## src/rtl/clip_controller.sv

```systemverilog
// clip_controller: debounces the action/clear buttons, runs the two-clip record/play FSM and
// issues sample-rate memory strobes. Build macro LOOP_PLAY_EN makes PLAY wrap instead of stopping.
module clip_controller #(
    parameter int DEBOUNCE_CYCLES = 4,
    parameter int ADDR_WIDTH      = 10,
    parameter int SAMPLE_DIV      = 8
) (
    input  logic                clock,
    input  logic                reset,
    input  logic                ActionSync,
    input  logic                resetButtonSync,
    input  logic                ClipNumSync,
    input  logic                PlayOrRecordSync,
    output logic [ADDR_WIDTH:0] mem_addr,
    output logic                mem_we,
    output logic                mem_re,
    output logic                recording,
    output logic                playing,
    output logic                done
);

    localparam int DBW = $clog2(DEBOUNCE_CYCLES);
    localparam int TW  = $clog2(SAMPLE_DIV);

    localparam logic [DBW-1:0]        DB_LAST    = DBW'(DEBOUNCE_CYCLES - 1);
    localparam logic [DBW-1:0]        DB_ONE     = DBW'(1);
    localparam logic [TW-1:0]         TICK_LAST  = TW'(SAMPLE_DIV - 1);
    localparam logic [TW-1:0]         TICK_ONE   = TW'(1);
    localparam logic [ADDR_WIDTH-1:0] LAST_INDEX = '1;
    localparam logic [ADDR_WIDTH-1:0] INDEX_ONE  = ADDR_WIDTH'(1);
    localparam logic [ADDR_WIDTH:0]   LEN_ONE    = (ADDR_WIDTH + 1)'(1);

`ifdef LOOP_PLAY_EN
    localparam bit LOOP_PLAY = 1'b1;
`else
    localparam bit LOOP_PLAY = 1'b0;
`endif

    typedef enum logic [1:0] {
        IDLE   = 2'd0,
        RECORD = 2'd1,
        PLAY   = 2'd2
    } ctrlStateT;

    // Button conditioning: bit 0 is the action button, bit 1 the clear button.
    logic [1:0]          btnRaw;
    logic [1:0]          btnLevel;
    logic [1:0]          btnLevelD;
    logic [1:0]          btnPulse;
    logic [1:0][DBW-1:0] btnCnt;
    logic                actionPulse;
    logic                clearPulse;

    assign btnRaw      = {resetButtonSync, ActionSync};
    assign actionPulse = btnPulse[0];
    assign clearPulse  = btnPulse[1];

    always_ff @(posedge clock or negedge reset) begin
        if (!reset) begin
            btnLevel  <= '0;
            btnLevelD <= '0;
            btnPulse  <= '0;
            btnCnt    <= '0;
        end else begin
            btnLevelD <= btnLevel;
            btnPulse  <= btnLevel & ~btnLevelD;
            for (int b = 0; b < 2; b++) begin
                if (btnRaw[b] == btnLevel[b]) begin
                    btnCnt[b] <= '0;
                end else if (btnCnt[b] == DB_LAST) begin
                    btnLevel[b] <= btnRaw[b];
                    btnCnt[b]   <= '0;
                end else begin
                    btnCnt[b] <= btnCnt[b] + DB_ONE;
                end
            end
        end
    end

    // Record/play control state.
    ctrlStateT                 state;
    ctrlStateT                 stateNext;
    logic                      clipSel;
    logic                      clipSelNext;
    logic [ADDR_WIDTH-1:0]     index;
    logic [ADDR_WIDTH-1:0]     indexNext;
    logic [1:0][ADDR_WIDTH:0]  clipLen;
    logic [1:0][ADDR_WIDTH:0]  clipLenNext;
    logic [TW-1:0]             tickCnt;
    logic [TW-1:0]             tickCntNext;
    logic                      endPending;
    logic                      endPendingNext;
    logic [ADDR_WIDTH:0]       memAddrNext;
    logic                      weNext;
    logic                      reNext;
    logic                      doneNext;
    logic                      tick;
    logic                      lastPlay;

    assign tick     = (tickCnt == TICK_LAST);
    assign lastPlay = ({1'b0, index} == (clipLen[clipSel] - LEN_ONE));

    always_comb begin
        stateNext      = state;
        clipSelNext    = clipSel;
        indexNext      = index;
        clipLenNext    = clipLen;
        tickCntNext    = tickCnt;
        endPendingNext = 1'b0;
        memAddrNext    = mem_addr;
        weNext         = 1'b0;
        reNext         = 1'b0;
        doneNext       = 1'b0;

        if (clearPulse) begin
            // Clear beats any simultaneous press or tick, and ends silently.
            clipLenNext = '0;
            stateNext   = IDLE;
            tickCntNext = '0;
        end else begin
            case (state)
                IDLE: begin
                    tickCntNext = '0;
                    if (actionPulse) begin
                        if (PlayOrRecordSync) begin
                            stateNext                = RECORD;
                            clipSelNext              = ClipNumSync;
                            indexNext                = '0;
                            clipLenNext[ClipNumSync] = '0;
                        end else if (clipLen[ClipNumSync] != '0) begin
                            stateNext   = PLAY;
                            clipSelNext = ClipNumSync;
                            indexNext   = '0;
                        end
                    end
                end

                RECORD: begin
                    if (actionPulse || endPending) begin
                        stateNext   = IDLE;
                        doneNext    = 1'b1;
                        tickCntNext = '0;
                    end else begin
                        tickCntNext = tick ? '0 : tickCnt + TICK_ONE;
                        if (tick) begin
                            weNext               = 1'b1;
                            memAddrNext          = {clipSel, index};
                            clipLenNext[clipSel] = clipLen[clipSel] + LEN_ONE;
                            // Index stays put on the final slot; the clip is full.
                            if (index == LAST_INDEX) begin
                                endPendingNext = 1'b1;
                            end else begin
                                indexNext = index + INDEX_ONE;
                            end
                        end
                    end
                end

                PLAY: begin
                    if (actionPulse || (endPending && !LOOP_PLAY)) begin
                        stateNext   = IDLE;
                        doneNext    = 1'b1;
                        tickCntNext = '0;
                    end else begin
                        doneNext    = endPending;
                        tickCntNext = tick ? '0 : tickCnt + TICK_ONE;
                        if (tick) begin
                            reNext      = 1'b1;
                            memAddrNext = {clipSel, index};
                            if (lastPlay) begin
                                endPendingNext = 1'b1;
                                indexNext      = LOOP_PLAY ? '0 : index;
                            end else begin
                                indexNext = index + INDEX_ONE;
                            end
                        end
                    end
                end

                default: begin
                    stateNext   = IDLE;
                    tickCntNext = '0;
                end
            endcase
        end
    end

    always_ff @(posedge clock or negedge reset) begin
        if (!reset) begin
            state      <= IDLE;
            clipSel    <= 1'b0;
            index      <= '0;
            clipLen    <= '0;
            tickCnt    <= '0;
            endPending <= 1'b0;
            mem_addr   <= '0;
            mem_we     <= 1'b0;
            mem_re     <= 1'b0;
            done       <= 1'b0;
        end else begin
            state      <= stateNext;
            clipSel    <= clipSelNext;
            index      <= indexNext;
            clipLen    <= clipLenNext;
            tickCnt    <= tickCntNext;
            endPending <= endPendingNext;
            mem_addr   <= memAddrNext;
            mem_we     <= weNext;
            mem_re     <= reNext;
            done       <= doneNext;
        end
    end

    assign recording = (state == RECORD);
    assign playing   = (state == PLAY);

endmodule
```

## config.mk

```make
export PLATFORM = sky130hd
export DESIGN_NAME = clip_controller
export DESIGN_NICKNAME = d
export VERILOG_FILES = /design/src/rtl/clip_controller.sv
export SDC_FILE = /design/constraint.sdc
export NUM_CORES = 1
export LEC_CHECK = 0
export ABC_AREA = 0
export CORE_UTILIZATION = 33
export CTS_CLUSTER_DIAMETER = 80
export DETAILED_ROUTE_END_ITERATION = 8
export HOLD_SLACK_MARGIN = 0.02
export SETUP_SLACK_MARGIN = 0.05
export SLEW_MARGIN = 20
export SYNTH_ARGS = -nofsm -noshare
export SYNTH_HDL_FRONTEND = slang
export SYNTH_SLANG_ARGS = --single-unit
export TNS_END_PERCENT = 20
```

## constraint.sdc

```tcl
create_clock -name clock -period 3.8 [get_ports clock]
set_input_delay 0.38 -clock clock [delete_from_list [all_inputs] [get_ports clock]]
set_output_delay 0.38 -clock clock [all_outputs]
set_load 0.03 [all_outputs]
```

# After elaboration in Yosys (flattened, before gate mapping)
# Index checks and enable logic that the tools add are counted.
# classes
add_sub_neg	6
n_mul	0
n_div	0
n_lt_le_gt_ge	4
eq_ne	23
shifts	0
mux	59
n_bitwise	8
reduce_logical	16
# op_table
op	n
22-bit two-way mux	5
10-bit two-way mux	9
11-bit two-way mux	6
22-bit case mux with 2 select lines	1
10-bit case mux with 3 select lines	1
22-bit AND	1
22-bit bitwise mux	1
11-bit demux with 1-bit select	2
22-bit NOT	1
1-bit two-way mux	18
2-bit two-way mux	9
3-bit two-way mux	4
3-bit != test, second input constant	4
11-bit by 1-bit adder with 11-bit output, second input constant	1
10-bit by 11-bit equality test with 1-bit output	1
11-bit nonzero test	1
11-bit by 1-bit subtractor with 11-bit output, second input constant	1
10-bit by 1-bit adder with 10-bit output, second input constant	1
10-bit equality test, second input constant	1
2-bit != test, second input constant	5
10-bit AND reduction	1
4-bit AND reduction	2
2-bit equality test, second input constant	3
3-bit by 1-bit != test with 1-bit output, second input constant	2
23 further kinds	35
# word_totals
regBits	63
latch_bits	0
ram_bits	0
rom_bits	0
in_bits	6
out_inout_bits	16
word_cells	133
mem_count	0

# Logic depth before layout (Yosys ltp)
# Gate-level depths: netlist of run 1.
# depth
ltp_word	10
ltp_mapped	12
depth_no_buf	9

# Worst setup path before layout of run 1
# No wires, ideal clock.
# synth_timing
path_kind	register -> register
from	register clipSel
to	register index[0]
setup_time_ps	128
arrival_ps	3072
required_ps	3672
slack_ps	600
stages_incl_launch_ff	12
n_path_buf	2
synth_period_minus_slack_ps	3200
path_cell_list	dfrtp_1 > buf_2 > buf_2 > mux2i_1 > ha_1 > xnor2_1 > xnor2_1 > nand3_1 > or4_4 > a2111oi_4 > or3_4 > mux2_1
# synth_via
elab_chain_cells	6
# synth_rtl
element	line	rtl
from (decl)	83	logic clipSel;
from (signal assigned)	202	clipSel <= clipSelNext;
11-bit two-way mux (implied by the code) (2 in a row)	101	assign lastPlay = ({1'b0, index} == (clipLen[clipSel] - LEN_ONE));
11-bit by 1-bit subtractor with 11-bit output	101	
10-bit by 11-bit equality test with 1-bit output	101	
2-bit != test (no source line)	n/a	
10-bit AND reduction (no source line)	n/a	
to (signal assigned)	203	index <= indexNext;
to (decl)	85	logic [ADDR_WIDTH-1:0] index;
# Every way passes these cells. The select of a mux whose other input is x is not followed.
# A chain may end at the register's enable or synchronous reset.

# Worst setup path in the final report of run 1
# layout_timing
from	register clipSel
to	register index[2]
# Same word-level chain as after synthesis.

==> results.toml, run 1 <==
[yosys]
syn_area_um2 = 3570
ys_async_sr_fraction = 1.00
synth_top_area_frac = 0.442
synth_top_area_cell = "dfrtp_1"
ys_seq_elements = 63
synth_edf_count = 0
yosysMostFrequentCell = "dfrtp_1"
synth_cell_types = 54
syn_area_per_cell_um2 = 10.1
ys_warn_count = 0
ys_top_cells_by_area = "dfrtp_1 44%, mux2_2 5.0%, o21ai_0 4.2%"
yosys_most_used_dff = "dfrtp_1"
syn-num-nets = 370
netlist_top_cells_count = "63 x dfrtp_1, 30 x o21ai_0, 28 x nand2_1"
ys_seq_area_frac = 0.442
syn_inst = 353

[cts]
cts_resized = 0
clk_path_buf_depth = 2
root_buffer = "clkbuf_8"
cts_setup_buffers = 0
htree_levels = 3
clkLatencyLatePin_ps = 340
clkSlewWorstSetupHoldPaths_ps = 80
cts_tree = "done"
numCtsBuffers = 9
clock-sinks = 63
cts_hold_buf = 0

[critical_path]
reg2reg_depth = 9
crit_top_cell = "buf_4"
r2r-end = "index[2]"
path_cells = "buf_4 > mux2i_2 > xnor3_1 > o32ai_1 > a32oi_1 > a2111oi_4 > buf_4 > nor4_1 > a211o_1"
endpoint = "index[2]"
crit_required_ps = 4020
cp-start-kind = "flip-flop"
endpoint_kind = "flip-flop"
worstPathMaxFanout = 31
rrSetupSlack_ps = 630
arrival_ps = 3390
cp-startpoint = "clipSel"
cp_slowest_cell = "mux2i_2"
critical_path_class = "reg2reg"
critPathMaxStageDelay_ps = 520
r2r_start = "clipSel"

[layout]
final_area_um2 = 4100
antenna_cells = 0
nFillCells = 1039
drive_gt1_frac = 0.121
utilization = 0.394
syn2layout_area_growth_pct = 14.9
finalNetCount = 383

[routing]
final_antenna_net_count = 0
drc = 0
topRoutingLayerUsed = "met4"
wl_met1_um = 4080
wirelength_um = 8180
wl_met2_um = 3700
wl_met3_um = 280
wl_per_cell_um = 16.1
drt_pass1_iterations = 4
num_vias = 2735
via_per_inst = 5.39
dr.first_iter.drc_count = 119

[floorplanning]
core_region_area_um2 = 10400
num_io_pins = 22
rows = 37
initial_core_util = 0.343
die_w_um = 106
die_area_um2 = 11200
die_y_um = 106

[place]
place_congestion = 0.833
post-dp-hpwl_um = 5730
placed_cell_area_um2 = 3870
dp_slack_ps = 653
io_buffers = 21

[global_routing]
grt_pass1_wl_um = 14100
grt_pass1_vias = 2775
antenna_found_initial = 0
grt_max_degree = 45
globalRouteOverflowTotal = 0
grt_usage = 0.158

[timing]
fin_setup_tns_ps = 0
hold_violations = 0
worst_slack_ps = 631
rsz0062_at_grt = "false"
slew_headroom = 0.320
worst_slew_pin_slew_ps = 1020
fmax_mhz = 316
layout_min_cycle_time_ps = 3170
fin_crit_sh = 0.834
drv_slew = 0
setup_viol = 0
skew_ps = 11.3

[worst_hold_path]
hold_class = "in2async"

[power_and_ir_drop]
leakage_nw = 1.80
totalPowerFinal_w = 0.00227
pwr_density_cell_nw_per_um2 = 555
ir_drop_v = 0.000296

[job]
cap_viol_max_count = 0

[status]
status = "finished, final reports clean"
-- flip-flops by register name, summed over array words and instances (netlist names), 2 cells and up --
register   flops
clipLen       22
btnPulse       2
state          2
index         10
btnLevelD      2
tickCnt        3
btnLevel       2
mem_addr      11
btnCnt         4
-- power breakdown --
part	switching, W	leakage, nW	internal, W	total [W]
combinational	0.000450	0.821	0.000301	0.000751
sequential	0.0000878	0.860	0.000759	0.000847
clock	0.000298	0.114	0.000377	0.000676
-- cell usage in the layout, fill, tap and decap left out, types with 3 or more instances in the layout --
master            n
a31oi_1           3
clkdlybuf4s50_1  20
buf_4             4
xor2_1            8
mux2_2           16
nand2b_1          5
clkinv_4          3
ha_1             11
nor2b_1           5
nand3_1          11
mux2i_1          11
a22o_1            9
and2_1            4
a21oi_1          10
nor4_1            8
clkbuf_8          9
nor2_1           20
dfrtp_1          63
xnor2_1          11
and3_1            6
o41ai_1           8
nor3_1            7
o31ai_1           8
o21ai_0          30
nand2_1          28
inv_1             6
nor3b_1           5
-- worst max-delay path, delay by kind of cell (launching register included) --
kind                   cells  cell delay [ps]
AO/OA/AOI/OAI              4              970
XOR/XNOR                   1              400
buffers and inverters      2              650
flip-flops                 1              430
multiplexers               1              520
AND/OR/NAND/NOR            1               70
-- how the worst min path moves through the flow --
stage                       startpoint      endpoint  slack [ps]  depth (start not counted)
final                            reset    clipLen[6]          40                          1
after global routing             reset  mem_addr[10]          70                          1
after CTS                        reset   mem_addr[3]         250                          1
after detailed placement  btnLevelD[0]   btnPulse[0]         380                          1
after global placement    btnLevelD[0]   btnPulse[0]         380                          1
after floorplan                  reset     btnCnt[0]          80                          0
-- cell type report --
class / instances / area [um2] / share of cell area
multi-input cells: 262 / 1870 / 0.457
flip-flops and latches: 63 / 1580 / 0.384
repair buffers: 24 / 230 / 0.0561
well taps: 136 / 170 / 0.0415
clock inverters: 7 / 104 / 0.0253
clock buffers: 9 / 124 / 0.0302
inverters: 6 / 22.5 / 0.00549
-- cells by family (layout without fill, tap and decap cells) --
logic type / count (synthesis) / in the layout / share of synthesized area
AND/OR/NAND/NOR: 115 / 115 / 0.173
buffers and inverters: 28 / 46 / 0.0336
flip-flops: 63 / 63 / 0.442
multiplexers: 29 / 29 / 0.0883
AO/OA/AOI/OAI: 87 / 87 / 0.172
adder cells (fa/ha/maj): 11 / 11 / 0.0386
XOR/XNOR: 20 / 20 / 0.0529
-- per-layer routing --
layer,GRT usage,vias up
met3,0.0313,12
met2,0.240,54
met5,0,-
li1,-,1325
met4,0.0595,0
met1,0.222,1344
-- metrics by stage --
stage	cells	hold slack, ps
6_report	507	36.3
3_3_place_gp	491	382
5_1_grt	507	72.1
4_1_cts	507	247
2_1_floorplan	353	84.4
3_5_place_dp	491	382
Note: power is estimated with default switching activity, not from simulation.
==> run 2: changes to the inputs <==
- clock period: 3.8 -> 2.8 ns (I/O delays scaled with it)
==> run 2 against run 1 <==
Via count increased by 4.9%. Flip-flop and latch count stayed put. Setup slack worse by 540 ps. Sequential share of layout area shrank 2.2 points. Critical path type unchanged.
==> results.toml, run 2 (synthesis results as in run 1) <==
[critical_path]
cp_top_family = "simple AND/OR/NAND/NOR gates"
path_cells = "or4_1 > o32ai_4 > xnor2_1 > or4_4 > a2111oi_4 > buf_4 > nor4_1 > a211o_1"
critPathMaxStageDelay_ps = 610
arrival_ps = 2950
reg2reg_depth = 8
crit_buf_inv = 1
rrSetupSlack_ps = 90
crit_required_ps = 3040
r2r_start = "clipLen[13]"
r2r-end = "index[3]"
critical_path_class = "reg2reg"
cp_slowest_cell = "or4_1"
worstPathMaxFanout = 7
endpoint_kind = "flip-flop"
cp-start-kind = "flip-flop"

[timing]
fin_crit_sh = 0.966
setup_viol = 0
slew_headroom = 0.592
rsz0062_at_grt = "true"
drv_slew = 0
hold_slack_ps = 395
worst_slew_pin_slew_ps = 612
hold_violations = 0
skew_ps = 13.0
fmax_mhz = 370
layout_min_cycle_time_ps = 2710

[job]
cap_viol_max_count = 0

[place]
io_buffers = 21
post-dp-hpwl_um = 6090
placed_cell_area_um2 = 4080
place_inst = 517
place_congestion = 0.827

[layout]
layout_commonest_cell = "dfrtp_1"
drive_gt1_frac = 0.204
finalNonFillerCells = 534
syn2layout_area_growth_pct = 21.8
regMostFlops = "clipLen"
finalNetCount = 410
antenna_cells = 0
final_area_um2 = 4350
reg_top3 = "clipLen x22, mem_addr x11, index x10"
final_cell_mix = "62 x dfrtp_1, 30 x o21ai_0, 29 x buf_4"
largest_register_ffs = 22

[cts]
htree_levels = 3
clkLatencyLatePin_ps = 350
clk_path_buf_depth = 2
root_buffer = "clkbuf_8"
cts_setup_buffers = 0
clock-sinks = 63
numCtsBuffers = 9
clkSlewWorstSetupHoldPaths_ps = 70
cts_tree = "done"

[routing]
dr.first_iter.drc_count = 117
via_per_inst = 5.37
wl_met1_um = 4000
wl_met2_um = 3980
wl_per_cell_um = 15.8
drc = 0
topRoutingLayerUsed = "met4"
final_antenna_net_count = 0
num_vias = 2868
wl_met3_um = 321
drt_pass1_iterations = 4
wirelength_um = 8440

[power_and_ir_drop]
leakage_nw = 1.93
pwr_density_cell_nw_per_um2 = 722
ir_drop_v = 0.000428

[global_routing]
globalRouteOverflowTotal = 0
grt_max_degree = 28
antenna_found_initial = 0
grt_usage = 0.166
grt_pass1_vias = 2848
grt_pass1_wl_um = 14500

[status]
status = "finished, final reports clean"

[floorplanning]
die_w_um = 106
initial_core_util = 0.343
core_region_area_um2 = 10400
die_area_um2 = 11200
num_io_pins = 22
rows = 37
die_y_um = 106

[worst_hold_path]
hp-start = "btnLevelD[0]"
min_to = "btnPulse[0]"
hold_class = "reg2reg"
hold_path_depth = 1
run 2: worst reg2reg max path: cells and delay by family (launching register included):
family                 cells  cell delay, ps
AO/OA/AOI/OAI              3             670
XOR/XNOR                   1             120
flip-flops                 1             450
buffers and inverters      1             210
AND/OR/NAND/NOR            3            1170
run 2: final cells by class:
cell class / instances / area, um2
Fill cell: 1025 / 6070
Multi-Input combinational cell: 262 / 1940
Sequential cell: 63 / 1580
Timing Repair Buffer: 51 / 433
Tap cell: 136 / 170
Clock buffer: 10 / 138
Clock inverter: 6 / 68.8
Inverter: 6 / 22.5
run 2: routing by layer:
layer / global-route usage / vias to the layer above
li1: - / 1387
met1: 0.216 / 1414
met2: 0.264 / 53
met3: 0.0435 / 14
met4: 0.0665 / 0
met5: 0 / -
run 2: worst max-delay path by stage:
stage / start / endpoint / depth (start not counted)
floorplan: clipSel / index[0] / 11
global placement: ClipNumSync / index[0] / 8
detailed placement: clipSel / index[0] / 8
CTS: clipSel / index[0] / 8
global route: clipSel / index[2] / 10
finish: clipLen[13] / index[3] / 8
run 2: power by group:
group          total (W)  switching (W)  internal, W
logic            0.00116       0.000647     0.000514
clock network   0.000819       0.000380     0.000439
registers        0.00116       0.000124      0.00103
run 2: repair_timing:
item,in CTS,in global routing
hold buffers,1,0
endpoints found under the hold margin,25,0
setup endpoints to repair,5,8
pin swaps,0,1
gates resized for setup,2,6
run 2: stage by stage:
| stage | total power, W | TNS (ps) | utilization | worst slack, ps |
|---|---|---|---|---|
| after floorplan | 0.00197 | -33.2 | - | -33.2 |
| after global placement | 0.00227 | -125 | 0.392 | -83.8 |
| after detailed placement | 0.00230 | -46.4 | 0.392 | -20.1 |
| after CTS | 0.00314 | 0 | 0.414 | 67.2 |
| after global routing | 0.00334 | -40.1 | 0.417 | -26.1 |
| final | 0.00314 | 0 | 0.417 | 93.8 |
==> run 3: changes to the inputs <==
- ABC_CLOCK_PERIOD_IN_PS: default -> 2800
- CELL_PAD_IN_SITES_DETAIL_PLACEMENT: default -> 0
- CELL_PAD_IN_SITES_GLOBAL_PLACEMENT: default -> 1
- PLACE_DENSITY_LB_ADDON: default -> 0.1
==> run 3 against run 2 <==
Clock power is 22% higher. Final cell count is 0.37% higher. Total power is 6.0% higher. Critical path depth stayed put. Die area stayed put. Maximum frequency is 1.5% higher. Sequential share of layout area is 0.84 points lower. Register-to-register slack better by 40 ps. Setup slack better by 41 ps. Combinational power hardly changed. Wire length is 7.8% higher. Clock skew is 0.74 ps lower. Largest power group unchanged.
==> results.toml, run 3 (synthesis results as in run 1) <==
[status]
status = "finished, final reports clean"

[layout]
multiInputGateArea_um2 = 1960
largest_register_ffs = 22
finalNetCount = 412
utilization = 0.427
syn2layout_area_growth_pct = 24.6
final_cell_mix = "62 x dfrtp_1, 30 x o21ai_0, 29 x buf_4"
nFillCells = 1033
layout_commonest_cell = "dfrtp_1"
drive_gt1_frac = 0.215
regMostFlops = "clipLen"
reg_top3 = "clipLen x22, mem_addr x11, index x10"
regArea_um2 = 1580
antenna_cells = 0

[routing]
wl_per_cell_um = 17.0
drt_pass1_iterations = 4
num_vias = 2857
dr.first_iter.drc_count = 71
final_antenna_net_count = 0
via_per_inst = 5.33
wirelength_um = 9100
drc = 0

[cts]
numCtsBuffers = 9
cts_tree = "done"
clock-sinks = 63
clkLatencyLatePin_ps = 370
clk_path_buf_depth = 2
root_buffer = "clkbuf_8"
htree_levels = 3
clkSlewWorstSetupHoldPaths_ps = 70

[floorplanning]
rows = 37
die_area_um2 = 11200
die_y_um = 106
initial_core_util = 0.343
num_io_pins = 22
core_region_area_um2 = 10400
die_w_um = 106

[power_and_ir_drop]
combPwrFrac = 0.348
seq_power_share = 0.350
leakage_nw = 1.97
net-switching-power_w = 0.00117
ir_drop_v = 0.000386
p_clk_frac = 0.302
swShare = 0.352
p_int_w = 0.00215
pwr_density_cell_nw_per_um2 = 747

[timing]
slew_headroom = 0.298
fmax_mhz = 375
rsz0062_at_grt = "true"
hold_violations = 0
worst_slew_pin_slew_ps = 1050
setup_viol = 0
layout_min_cycle_time_ps = 2670
hold_slack_ps = 393
fin_crit_sh = 0.952
skew_ps = 12.3
drv_slew = 0

[critical_path]
arrival_ps = 2920
critical_path_class = "reg2reg"
cp-start-kind = "flip-flop"
endpoint_kind = "flip-flop"
worstPathMaxFanout = 5
crit_required_ps = 3050

[global_routing]
grt_pass1_wl_um = 15200
globalRouteOverflowTotal = 0
grt_pass1_vias = 2862
antenna_found_initial = 0
grt_max_degree = 33
grt_usage = 0.179

[place]
post-dp-hpwl_um = 6430
place_congestion = 0.805
io_buffers = 21

[job]
cap_viol_max_count = 0

[worst_hold_path]
hold_class = "reg2reg"
## run 3: cell types whose count changed in the layout (fill, tap and decap cells not counted), sizes merged
cell,previous run,this run
clkbuf,10,11
clkinv,3,0
clkinvlp,1,2
buf,30,32
inv,7,6
bufinv,1,3
## run 3: path summary, 6_finish.rpt
path,from,end,slack (ps),cells past startpoint
max,clipLen[3],index[2],130,8
min,btnLevelD[1],btnPulse[1],390,1
max reg2reg,clipLen[3],index[2],130,8
min reg2reg,btnLevelD[1],btnPulse[1],390,1
max in group asynchronous,reset,clipSel,1640,3
min in group asynchronous,reset,clipLen[6],520,2
## run 3: power by group through the flow
stage                     clock network (W)  registers [W]  logic [W]
after floorplan                           0        0.00115   0.000827
after global placement                    0        0.00117    0.00113
after detailed placement                  0        0.00117    0.00113
after CTS                           0.00103        0.00116    0.00114
after global routing                0.00105        0.00119    0.00127
final                               0.00100        0.00116    0.00116
## run 3: routing by layer
metal	vias to the layer above	part of all wire	GRT usage	routed length (um)
met5	-	0	0	0
met4	0	0.030	0.101	269
met3	18	0.022	0.0337	197
met2	35	0.45	0.268	4130
met1	1414	0.49	0.241	4500
li1	1390	-	-	-
## run 3: timing repair
action | 4_1_cts | 5_1_grt
resized for setup | 0 | 12
hold buffers | 1 | 0
setup endpoints to repair | 0 | 10
setup buffers | 0 | 1
hold endpoints to repair | 23 | 0
## run 3: cell type report
type	instances	area share
Inverter	6	0.00506
Clock inverter	5	0.0236
Tap cell	136	0.0382
Clock buffer	11	0.0318
Sequential cell	63	0.355
Multi-Input combinational cell	262	0.440
Timing Repair Buffer	53	0.106
## run 3: critical path, cell delays in order, from the launching register on
cell       delay, ps
dfrtp_1          380
or4_4            540
o32ai_2          230
xnor2_1          130
or4_4            500
a2111oi_4        250
buf_4            200
nor4_1            50
a211o_1          270
## run 3: through the flow
step	area [um2]	total power, W	worst slack (ps)	cells	TNS, ps
6_report	4450	0.00332	135	536	0
5_1_grt	4450	0.00352	-26.4	536	-54.1
4_1_cts	4370	0.00333	66.7	535	0
3_5_place_dp	4120	0.00231	82.5	518	0
3_3_place_gp	4120	0.00230	85.3	518	0
2_1_floorplan	3600	0.00197	-33.2	353	-33.2
